$ cat src/rtl/reset_seq_pkg.sv
// reset_seq_pkg: state codes, counter width and parameter defaults for the reset sequencer.
package reset_seq_pkg;
  localparam int unsigned SANITY_CYC_DEF    = 32'h0000AA55;
  localparam int unsigned STAGE_GAP_DEF     = 16;
  localparam int unsigned DEBOUNCE_BITS_DEF = 16;
  localparam int unsigned DDR_TIMEOUT_DEF   = 32'h00FFFFFF;
  localparam int unsigned CNT_W             = 24;
  typedef enum logic [2:0] {
    HOLD     = 3'd0,
    COUNT    = 3'd1,
    REL_DDR  = 3'd2,
    WAIT_DDR = 3'd3,
    RUN      = 3'd4
  } state_e;
endpackage

$ cat src/rtl/reset_debounce.sv
// reset_debounce: 2-flop synchronizer with an optional debouncer; the output level
// only flips after 2^BITS consecutive synchronized samples disagree with it.
module reset_debounce
  import reset_seq_pkg::*;
#(
  parameter int unsigned BITS    = DEBOUNCE_BITS_DEF,
  parameter bit          BYPASS  = 1'b0,
  parameter bit          RST_VAL = 1'b0
) (
  input  logic clock,
  input  logic reset,
  input  logic d,
  output logic q
);
  logic [1:0] sync_q, sync_d;
  always_comb sync_d = {sync_q[0], d};
  always_ff @(posedge clock or negedge reset)
    if (!reset) sync_q <= {2{RST_VAL}};
    else        sync_q <= sync_d;
  generate
    if (BYPASS) begin : g_bypass
      assign q = sync_q[1];
    end else begin : g_deb
      logic [BITS-1:0] cnt_q, cnt_d;
      logic            deb_q, deb_d;
      always_comb begin
        cnt_d = (sync_q[1] == deb_q || &cnt_q) ? '0 : cnt_q + BITS'(1);
        deb_d = (sync_q[1] != deb_q && &cnt_q) ? sync_q[1] : deb_q;
      end
      always_ff @(posedge clock or negedge reset)
        if (!reset) begin
          cnt_q <= '0;
          deb_q <= RST_VAL;
        end else begin
          cnt_q <= cnt_d;
          deb_q <= deb_d;
        end
      assign q = deb_q;
    end
  endgenerate
endmodule

$ cat src/rtl/reset_sequencer.sv
// reset_sequencer: staged reset release (DDR, then MMIO, then core) after PLL lock and a
// settle period, with immediate simultaneous re-assertion on lock loss or button press.
module reset_sequencer
  import reset_seq_pkg::*;
#(
  parameter int unsigned SANITY_CYC    = SANITY_CYC_DEF,
  parameter int unsigned STAGE_GAP     = STAGE_GAP_DEF,
  parameter int unsigned DEBOUNCE_BITS = DEBOUNCE_BITS_DEF,
  parameter int unsigned DDR_TIMEOUT   = DDR_TIMEOUT_DEF
) (
  input  logic       clock,
  input  logic       reset,
  input  logic       pllLocked,
  input  logic       btnReset,
  input  logic       ddrInitDone,
  output logic       resetDdr,
  output logic       resetMmio,
  output logic       resetCore,
  output logic       ddrTimeout,
  output logic [2:0] seqState
);
  localparam logic [CNT_W-1:0] SANITY_LAST = CNT_W'(SANITY_CYC - 1);
  localparam logic [CNT_W-1:0] GAP_LAST    = CNT_W'(STAGE_GAP - 1);
  localparam logic [CNT_W-1:0] TOUT_LAST   = CNT_W'(DDR_TIMEOUT - 1);
  logic             lock_s, btn_s, done_s, abort;
  state_e           state_q, state_d;
  logic [CNT_W-1:0] cnt_q, cnt_d;
  logic             tout_q, tout_d;
  logic             rst_ddr_q, rst_ddr_d, rst_mmio_q, rst_mmio_d, rst_core_q, rst_core_d;
  reset_debounce #(.BITS(1), .BYPASS(1'b1), .RST_VAL(1'b0)) u_lock (
    .clock(clock), .reset(reset), .d(pllLocked), .q(lock_s)
  );
  reset_debounce #(.BITS(DEBOUNCE_BITS), .BYPASS(1'b0), .RST_VAL(1'b1)) u_btn (
    .clock(clock), .reset(reset), .d(btnReset), .q(btn_s)
  );
  reset_debounce #(.BITS(1), .BYPASS(1'b1), .RST_VAL(1'b0)) u_done (
    .clock(clock), .reset(reset), .d(ddrInitDone), .q(done_s)
  );
  assign abort = !lock_s || !btn_s;
  always_comb begin
    state_d = state_q;
    cnt_d   = cnt_q + CNT_W'(1);
    tout_d  = tout_q;
    case (state_q)
      HOLD: begin
        cnt_d = '0;
        if (!abort) begin
          state_d = COUNT;
          tout_d  = 1'b0;
        end
      end
      COUNT: if (cnt_q == SANITY_LAST) begin
        state_d = REL_DDR;
        cnt_d   = '0;
      end
      REL_DDR: if (cnt_q == GAP_LAST) begin
        state_d = WAIT_DDR;
        cnt_d   = '0;
      end
      WAIT_DDR: if (done_s || cnt_q == TOUT_LAST) begin
        state_d = RUN;
        cnt_d   = '0;
        tout_d  = !done_s;
      end
      RUN: cnt_d = '0;
      default: begin
        state_d = HOLD;
        cnt_d   = '0;
      end
    endcase
    if (abort) begin
      state_d = HOLD;
      cnt_d   = '0;
    end
    // resets are registered from the next state so they move on the state-entry edge
    rst_ddr_d  = !(state_d inside {REL_DDR, WAIT_DDR, RUN});
    rst_mmio_d = !(state_d inside {WAIT_DDR, RUN});
    rst_core_d = state_d != RUN;
  end
  always_ff @(posedge clock or negedge reset)
    if (!reset) begin
      state_q    <= HOLD;
      cnt_q      <= '0;
      tout_q     <= 1'b0;
      rst_ddr_q  <= 1'b1;
      rst_mmio_q <= 1'b1;
      rst_core_q <= 1'b1;
    end else begin
      state_q    <= state_d;
      cnt_q      <= cnt_d;
      tout_q     <= tout_d;
      rst_ddr_q  <= rst_ddr_d;
      rst_mmio_q <= rst_mmio_d;
      rst_core_q <= rst_core_d;
    end
  assign resetDdr   = rst_ddr_q;
  assign resetMmio  = rst_mmio_q;
  assign resetCore  = rst_core_q;
  assign ddrTimeout = tout_q;
  assign seqState   = state_q;
endmodule

$ cat config.mk
export PLATFORM = sky130hd
export DESIGN_NAME = reset_sequencer
export DESIGN_NICKNAME = d
export VERILOG_FILES = /design/src/rtl/reset_seq_pkg.sv /design/src/rtl/reset_debounce.sv /design/src/rtl/reset_sequencer.sv
export SDC_FILE = /design/constraint.sdc
export NUM_CORES = 1
export LEC_CHECK = 0
export CAP_MARGIN = 10
export CORE_UTILIZATION = 25
export CTS_CLUSTER_SIZE = 10
export DETAILED_ROUTE_END_ITERATION = 10
export PLACE_DENSITY_LB_ADDON = 0.12
export SLEW_MARGIN = 25
export SYNTH_ARGS = -nofsm -noshare
export SYNTH_HDL_FRONTEND = slang
export SYNTH_SLANG_ARGS = --single-unit
$ cat constraint.sdc
create_clock -name clock -period 3.1 [get_ports clock]
set_clock_uncertainty 0.15 [all_clocks]
set_input_delay 0.31 -clock clock [delete_from_list [all_inputs] [get_ports clock]]
set_output_delay 0.31 -clock clock [all_outputs]
set_load 0.03 [all_outputs]
# After elaboration in Yosys (flattened, before gate mapping)
# Index checks and enable logic that the tools add are counted.
# op_classes
n_eq_ne	15
n_mux	14
reduce_logical	15
add_sub_neg	2
# ops
op	n
two-way mux 24 bit	4
one-hot mux 24 bit (3 select lines)	1
adder 24 x 1 -> 24 bit (second input constant)	1
equality test 24 x 16 -> 1 bit (second input constant)	1
equality test 24 bit (second input constant)	1
equality test 24 x 4 -> 1 bit (second input constant)	1
adder 16 x 1 -> 16 bit (second input constant)	1
two-way mux 16 bit	1
AND reduction 16 bit	1
one-hot mux 3 bit (5 select lines)	1
equality test 3 x 2 -> 1 bit (second input constant)	4
two-way mux 3 bit	4
equality test 3 bit (second input constant)	2
logical NOT 1 bit	5
!= test 2 bit (second input constant)	2
nonzero test 2 bit	2
equality test 3 x 1 -> 1 bit (second input constant)	1
logical NOT 3 bit	1
logical OR 1 bit	3
!= test 3 bit (second input constant)	1
AND reduction 3 bit	1
nonzero test 3 bit	1
two-way mux 1 bit	2
one-hot mux 1 bit (2 select lines)	1
other kinds (3)	3
# word_totals
output_inout_bits	7
reg_bits	54
in_bits	5

# Logic depth before layout (Yosys ltp)
# Gate-level depths: netlist of the first run.
# logic_depth
word_depth	8
ltp_mapped	8
ltp_nobuf	7

# By module
# From an unflattened synthesis of the first run, not the netlist that was laid out.
# hier_totals
cells_unflattened	260
hier_area_um2	2686.3
# by_module_without_submodules
mod	area_each_um2	instances	cells_per_inst
reset_sequencer	1686.6	1	170
reset_debounce (u_btn)	899.6	1	86
reset_debounce (u_done ...)	50.0	2	2

# Worst setup path after synthesis of the first run
# OpenSTA, ideal clock, no wires.
# synth_timing
kind	register to register
start	register cnt_q[4]
end	register cnt_q[15]
path_stages_with_launch	7
t_arrival_ps	2136
n_path_buf	1
period_less_slack_ps	2404
slack_ps	696
setup_time_ps	119
cell_sequence	dfrtp_1 -> or4_1 -> or4_1 -> o211a_1 -> o31ai_4 -> buf_6 -> nor2_1
# synth_via
elab_chain_len	5
elab_cells_between_ends	10
# synth_lines
element	line_no	source
from (decl)	reset_sequencer.sv:27	logic [CNT_W-1:0] cnt_q, cnt_d;
from (signal assigned)	reset_sequencer.sv:90	cnt_q <= cnt_d;
parallel branches: the longest is 3 deep, another holds adder 24 x 1 -> 24 bit	-	
one-hot mux 24 bit (3 select lines) *	reset_sequencer.sv:44	case (state_q)
two-way mux 24 bit *	reset_sequencer.sv:71	if (abort) begin
named net cnt_d[15]	reset_sequencer.sv:27	
# Mark *: on every way through the listed nets, which the timed path passes.
# A chain may end at the register's enable or synchronous reset.

# Worst setup path after layout of the first run
# layout_timing
start	register cnt_q[4]
end	register cnt_q[16]
# The elaborated chain is that of the path after synthesis.

==> run metrics, run 1 <==
run status=complete, no violations; Compound-Gate Fraction of Synth Area=3.99%; Final nets=283; largest net degree at the start of global routing=55; H-tree depth=2; share of cells above drive strength 1=9.45%; DR WL/cell=12.2 um; root cell of the clock tree=clkbuf_8; Min-Delay Path Depth=0; DRT Pass-1 Iters=4; vias in the first global route=1734; Setup CP Type=register to register; post-CTS sizing=0; power density cells=410 nW/um2; Overflow after GRT=0; area growth from synthesis to layout=15.9%; Slew @ Worst Pin=0.684 ns; overall routing resource usage=10.4%; Clk Latency, worst-skew pair=0.31 ns; Max clock buf depth=2; multiplexer share of the synthesized area=less than 1%; main combinational cell family by area after synthesis=simple AND/OR/NAND/NOR gates; Leak=1.16 nW; most common cell after layout, fill and taps aside=nor2_1; HP Class=register to register; Routed WL=around 5000 um; Detail Route Antenna Nets=0; Residual DRC=0; worst endpoint required time=3.13 ns; commonest cells after routing, fill and taps aside=nor2_1, dfrtp_1, xor2_1; TritonCTS clock tree=done; RSZ-0062 raised after global routing=no; headroom to the max-slew limit=54.0%; die height=103 um; post-synthesis sequential area ratio=52.9%; cell row count=36; net count after synthesis=264; clock buffer count from CTS=5; first-pass GRT wire length=8470 um; DIE AREA=10700 um2; DR iter-0 viols=65; setup ws final=approximately 0.54 ns; detailed-route vias per instance=4.31; register area=1360 um2; Max VDD drop=0.177 mV; final setup vio count=0; GPL Wtd Cong=slightly above 0.7; clock sink total=54; maximum fanout along the worst path=24; Ports=12; total vias in the final route=1758; Critical Path Start Type=register; Core ar.=9860 um2; clk slew on worst S/H paths=0.10 ns; EDFF count, synth=0; Initial Util=26.0%; synthesis-stage register bit count=54; Antenna Cells=0; Syn Inst Count=255; max-cap viol count=0; fin. max-slew vios=0; final period utilization=82.6%; multi-input gate area in the final layout=1150 um2; Yosys top cell area share=a little under half; Synth Area in Simple Gates=25.9%; chip width=~100 um; power consumption=0.00122 W; CTS Hold Buffers Added=1; fmax=390 MHz; count of input and output buffers=11; Setup TNS=0 ns; Worst Path Arrival=2.59 ns; post-CTS setup buffer count=0; Primary FF master, synth=dfrtp_1; Async S/R FF share, synth=100%; post-route minimum period=2.56 ns; Yosys cell types=35; adder-cell area share of the yosys netlist=1.95%; mean area per synthesized cell=between 10 and 15 um2; main area contributors after synthesis=dfrtp_1, nor2_1, xor2_1; fillers=1016; CP Capture Type=register; Final Hold Viols=0; Synth Area in XOR/XNOR=12.6%; initial antenna violation count=0; Yosys top cell by area=dfrtp_1; Yosys warning count=0; Place WS=approximately 0.53 ns; Mapped Area=2570 um2; post-detail-place hpwl=roughly 3400 um; R2R depth=6
registers in the layout, indices dropped and copies added, names as in the netlist:
signal / cells
u_lock.sync_q: 2
ddrTimeout: 1
resetDdr: 1
seqState: 3
u_btn.sync_q: 2
resetCore: 1
resetMmio: 1
cnt_q: 24
u_btn.q: 1
u_done.sync_q: 2
u_btn.g_deb.cnt_q: 16
cell type report:
cell class / count / area share, %
clock buffers: 6 / 2.44
clock inverters: 2 / 1.26
inverters: 6 / 0.757
multi-input cells: 190 / 38.8
flip-flops and latches: 54 / 45.6
well taps: 133 / 5.59
repair buffers: 17 / 5.55
stage by stage:
step | cell area (um2) | std cells | util [%] | hold WS (ns)
floorplan | 2570 | 255 | - | -0.136
global placement | 2860 | 399 | 29.0 | 0.185
detailed placement | 2860 | 399 | 29.0 | 0.187
CTS | 2980 | 408 | 30.2 | 0.213
global route | 2980 | 408 | 30.2 | 0.218
finish | 2980 | 408 | 30.2 | 0.212
logic make-up (layout without fill, tap and decap cells):
family / Yosys count / in the layout
xor+xnor: 37 / 37
mux: 1 / 1
flops: 54 / 54
simple gates: 135 / 135
fa+ha+maj: 4 / 4
buf+inv: 11 / 31
compound gates: 13 / 13
metal layers:
metal  GRT usage (%)  up-vias  part of all wire (%)
met5               0        -                     0
met4            3.25        0                   1.3
met3            2.82        5                   2.1
met2            15.7       14                    41
met1            14.5      827                    56
li1                -      912                     -
worst paths after layout:
check	from	endpoint	slack, ns
max reg2reg	cnt_q[4]	cnt_q[16]	0.54
max in group asynchronous	reset	u_btn.sync_q[0]	2.14
min reg2reg	u_btn.sync_q[0]	u_btn.sync_q[1]	0.21
min in group asynchronous	reset	u_btn.g_deb.cnt_q[10]	0.36
min	u_btn.sync_q[0]	u_btn.sync_q[1]	0.21
max	cnt_q[4]	cnt_q[16]	0.54
worst max-delay path, cell delays in order, from the launching register on:
cell	delay (ns)
dfrtp_1	0.46
or4_1	0.53
or4_1	0.50
o211a_1	0.26
o31ai_4	0.17
buf_4	0.30
nor2_1	0.08
power by group:
group / leakage, nW / total (W) / switching [W] / internal (W)
Sequential: 0.722 / 0.000719 / 0.00000675 / 0.000712
Combinational: 0.385 / 0.0000317 / 0.0000205 / 0.0000113
Clock: 0.0514 / 0.000469 / 0.000228 / 0.000241
Yosys cell counts (all sizes together), types with 2 or more instances:
cell type and number:
and4 6, nand4 14, xor2 22, clkbuf 3, nor3 6, nand2 16, and3 5, ha 4
inv 6, nand3 19, o21ai 2, dfstp 6, nor4 6, or4 2, xnor2 15, a21oi 4
buf 2, nor2 54, dfrtp 48
Power figures use the tool's default switching activity.
==> run 2, diff against run 1 <==
Clock period 3.1 ns to 2.2 ns, I/O delays scaled along.
==> run 2 against run 1 <==
  * The run now ends with setup timing left
  * Critical path depth rose by 2
  * Fmax is 4.7% higher
  * Final cell count increased by 6.9%
  * Non-clock buffer count rose by 28
  * Clock power grew 44%
  * Power increased by 42%
==> run metrics, run 2 (same netlist as run 1, synthesis figures left out) <==
run status=finished with violations (was complete, no violations); failing checks=setup timing; Leak=1.33 nW (was 1.16 nW); Routed WL=5650 um (was 4980 um); H-tree depth=2 (unchanged); Core ar.=9860 um2 (unchanged); final setup vio count=24 (was 0); final core occ=33.5% (was 30.2%); max incr delay on CP=0.52 ns (was 0.53 ns); clock buffer count from CTS=5 (unchanged); area growth from synthesis to layout=28.6% (was 15.9%); vias in the first global route=1911 (was 1734); count of input and output buffers=11 (unchanged); headroom to the max-slew limit=63.5% (was 54.0%); CP Capture Type=register (unchanged); most common cell after layout, fill and taps aside=dfrtp_1 (was nor2_1); worst endpoint required time=2.25 ns (was 3.13 ns); Top reg by flops=cnt_q (unchanged); Ports=12 (unchanged); Sw Share=21.6% (was 20.9%); DRT Pass-1 Iters=4 (unchanged); Buf/Inv on CP=2 (was 1); Max VDD drop=0.298 mV (was 0.177 mV); Int Pwr=0.00136 W (was 0.000965 W); cell row count=36 (unchanged); post-route minimum period=2.45 ns (was 2.56 ns); fillers=997 (was 1016); GPL Wtd Cong=0.749 (was 0.716); share of cells above drive strength 1=23.1% (was 9.45%); commonest cells after routing, fill and taps aside=dfrtp_1, nor2_1, buf_4 (was nor2_1, dfrtp_1, xor2_1); max-cap viol count=0 (unchanged); first-pass GRT wire length=9360 um (was 8470 um); Clk Latency, worst-skew pair=0.30 ns (was 0.31 ns); DR iter-0 viols=62 (was 65); clock sink total=54 (unchanged); power consumption=0.00173 W (was 0.00122 W); Max clock buf depth=2 (unchanged); root cell of the clock tree=clkbuf_8 (unchanged); placed inst area=3030 um2 (was 2860 um2); Residual DRC=0 (unchanged); Comb pwr share=2.6% (about the same); Hold WS=0.202 ns (was 0.212 ns); setup ws final=-0.246 ns (was 0.539 ns); largest net degree at the start of global routing=33 (was 55); RSZ-0062 raised after global routing=yes (was no); detailed-route vias per instance=4.38 (was 4.31); Place WS=-0.185 ns (was 0.529 ns); chip width=103 um (unchanged); HP Class=input pin to register (was register to register); DR WL/cell=12.9 um (was 12.2 um); Final nets=311 (was 283); crit-path cells=ha_1 -> nand3_1 -> or4_4 -> o211a_1 -> o31ai_4 -> buf_6 -> clkbuf_16 -> nor2_2 (was or4_1 -> or4_1 -> o211a_1 -> o31ai_4 -> buf_4 -> nor2_1); Final Hold Viols=0 (unchanged); clock share of power=39.0% (was 38.5%); multi-input gate area in the final layout=1230 um2 (was 1150 um2); post-detail-place hpwl=3840 um (was 3360 um); Worst path top cell family by delay=simple AND/OR/NAND/NOR gates (unchanged); sequential cell fraction of total power=58.4% (was 58.9%); Worst Path Arrival=2.50 ns (was 2.59 ns); Detail Route Antenna Nets=0 (unchanged); P_sw=0.000374 W (was 0.000255 W); Initial Util=26.0% (unchanged); total vias in the final route=1911 (was 1758); fmax=409 MHz (was 390 MHz); Final Cell Area=3300 um2 (was 2980 um2); Overflow after GRT=0 (unchanged); Critical Path Slowest Stage Cell=or4_4 (was or4_1); power density cells=525 nW/um2 (was 410 nW/um2); maximum fanout along the worst path=6 (was 24); Antenna Cells=0 (unchanged); Critical Path Start Type=register (unchanged); overall routing resource usage=11.4% (was 10.4%); Slew @ Worst Pin=0.547 ns (was 0.684 ns); die height=103 um (unchanged); initial antenna violation count=0 (unchanged); TritonCTS clock tree=done (unchanged); final period utilization=111% (was 82.6%); register area=1360 um2 (unchanged); DIE AREA=10700 um2 (unchanged); Setup CP Type=register to register (unchanged); fin. max-slew vios=0 (unchanged); clk slew on worst S/H paths=0.10 ns (about the same); max reg flops=24 (unchanged)
run 2: cell types whose count changed in the layout (fill, tap and decap cells not counted), sizes merged:
cell	previous run	this run
buf	6	33
clkbuf	6	7
run 2: repair_timing:
action | 4_1_cts | 5_1_grt
endpoints found under the hold margin | 21 | 0
pin swaps | 0 | 11
endpoints found under the setup margin | 24 | 26
setup buffers | 0 | 5
gates cloned | 0 | 2
hold buffers | 1 | 0
gates resized for setup | 0 | 23
run 2: area by class of cell:
type                       count  share of cell area [%]
clock buffer                   6                    2.20
clock inverter                 2                    1.14
inverter                       6                   0.757
multi-input combinational    190                    37.1
sequential                    54                    41.1
tap                          133                    5.04
timing repair buffer          45                    12.6
run 2: power by group through the flow:
stage | clock network (W) | logic [W] | registers (W)
after global routing | 0.000743 | 0.0000531 | 0.00101
after CTS | 0.000704 | 0.0000491 | 0.00101
after detailed placement | 0 | 0.0000473 | 0.00103
after floorplan | 0 | 0.0000124 | 0.00103
final | 0.000676 | 0.0000453 | 0.00101
after global placement | 0 | 0.0000474 | 0.00103
run 2: worst paths after layout:
check                                startpoint         endpoint  slack (ns)  cells past startpoint
worst max-delay path                   cnt_q[1]        cnt_q[23]       -0.25                      8
worst min-delay path                   btnReset  u_btn.sync_q[0]        0.20                      1
worst max register to register         cnt_q[1]        cnt_q[23]       -0.25                      8
worst min register to register  u_btn.sync_q[0]  u_btn.sync_q[1]        0.21                      0
max in group asynchronous                 reset  u_btn.sync_q[1]        1.00                      3
min in group asynchronous                 reset         cnt_q[1]        0.28                      2
run 2: stage by stage:
stage / TNS, ns / std cells
floorplan: -4.39 / 255
global placement: -3.69 / 420
detailed placement: -4.27 / 420
CTS: -4.85 / 429
global route: -7.13 / 436
finish: -5.57 / 436
run 2: routing by layer:
metal  vias to the layer above  global-route usage, %  wire, um  share of wire (%)
li1                        976                      -         -                  -
met1                       914                   16.2      2970                 53
met2                        16                   17.3      2480                 44
met3                         5                   2.62       134                2.4
met4                         0                   3.25        67                1.2
met5                         -                      0         0                  0
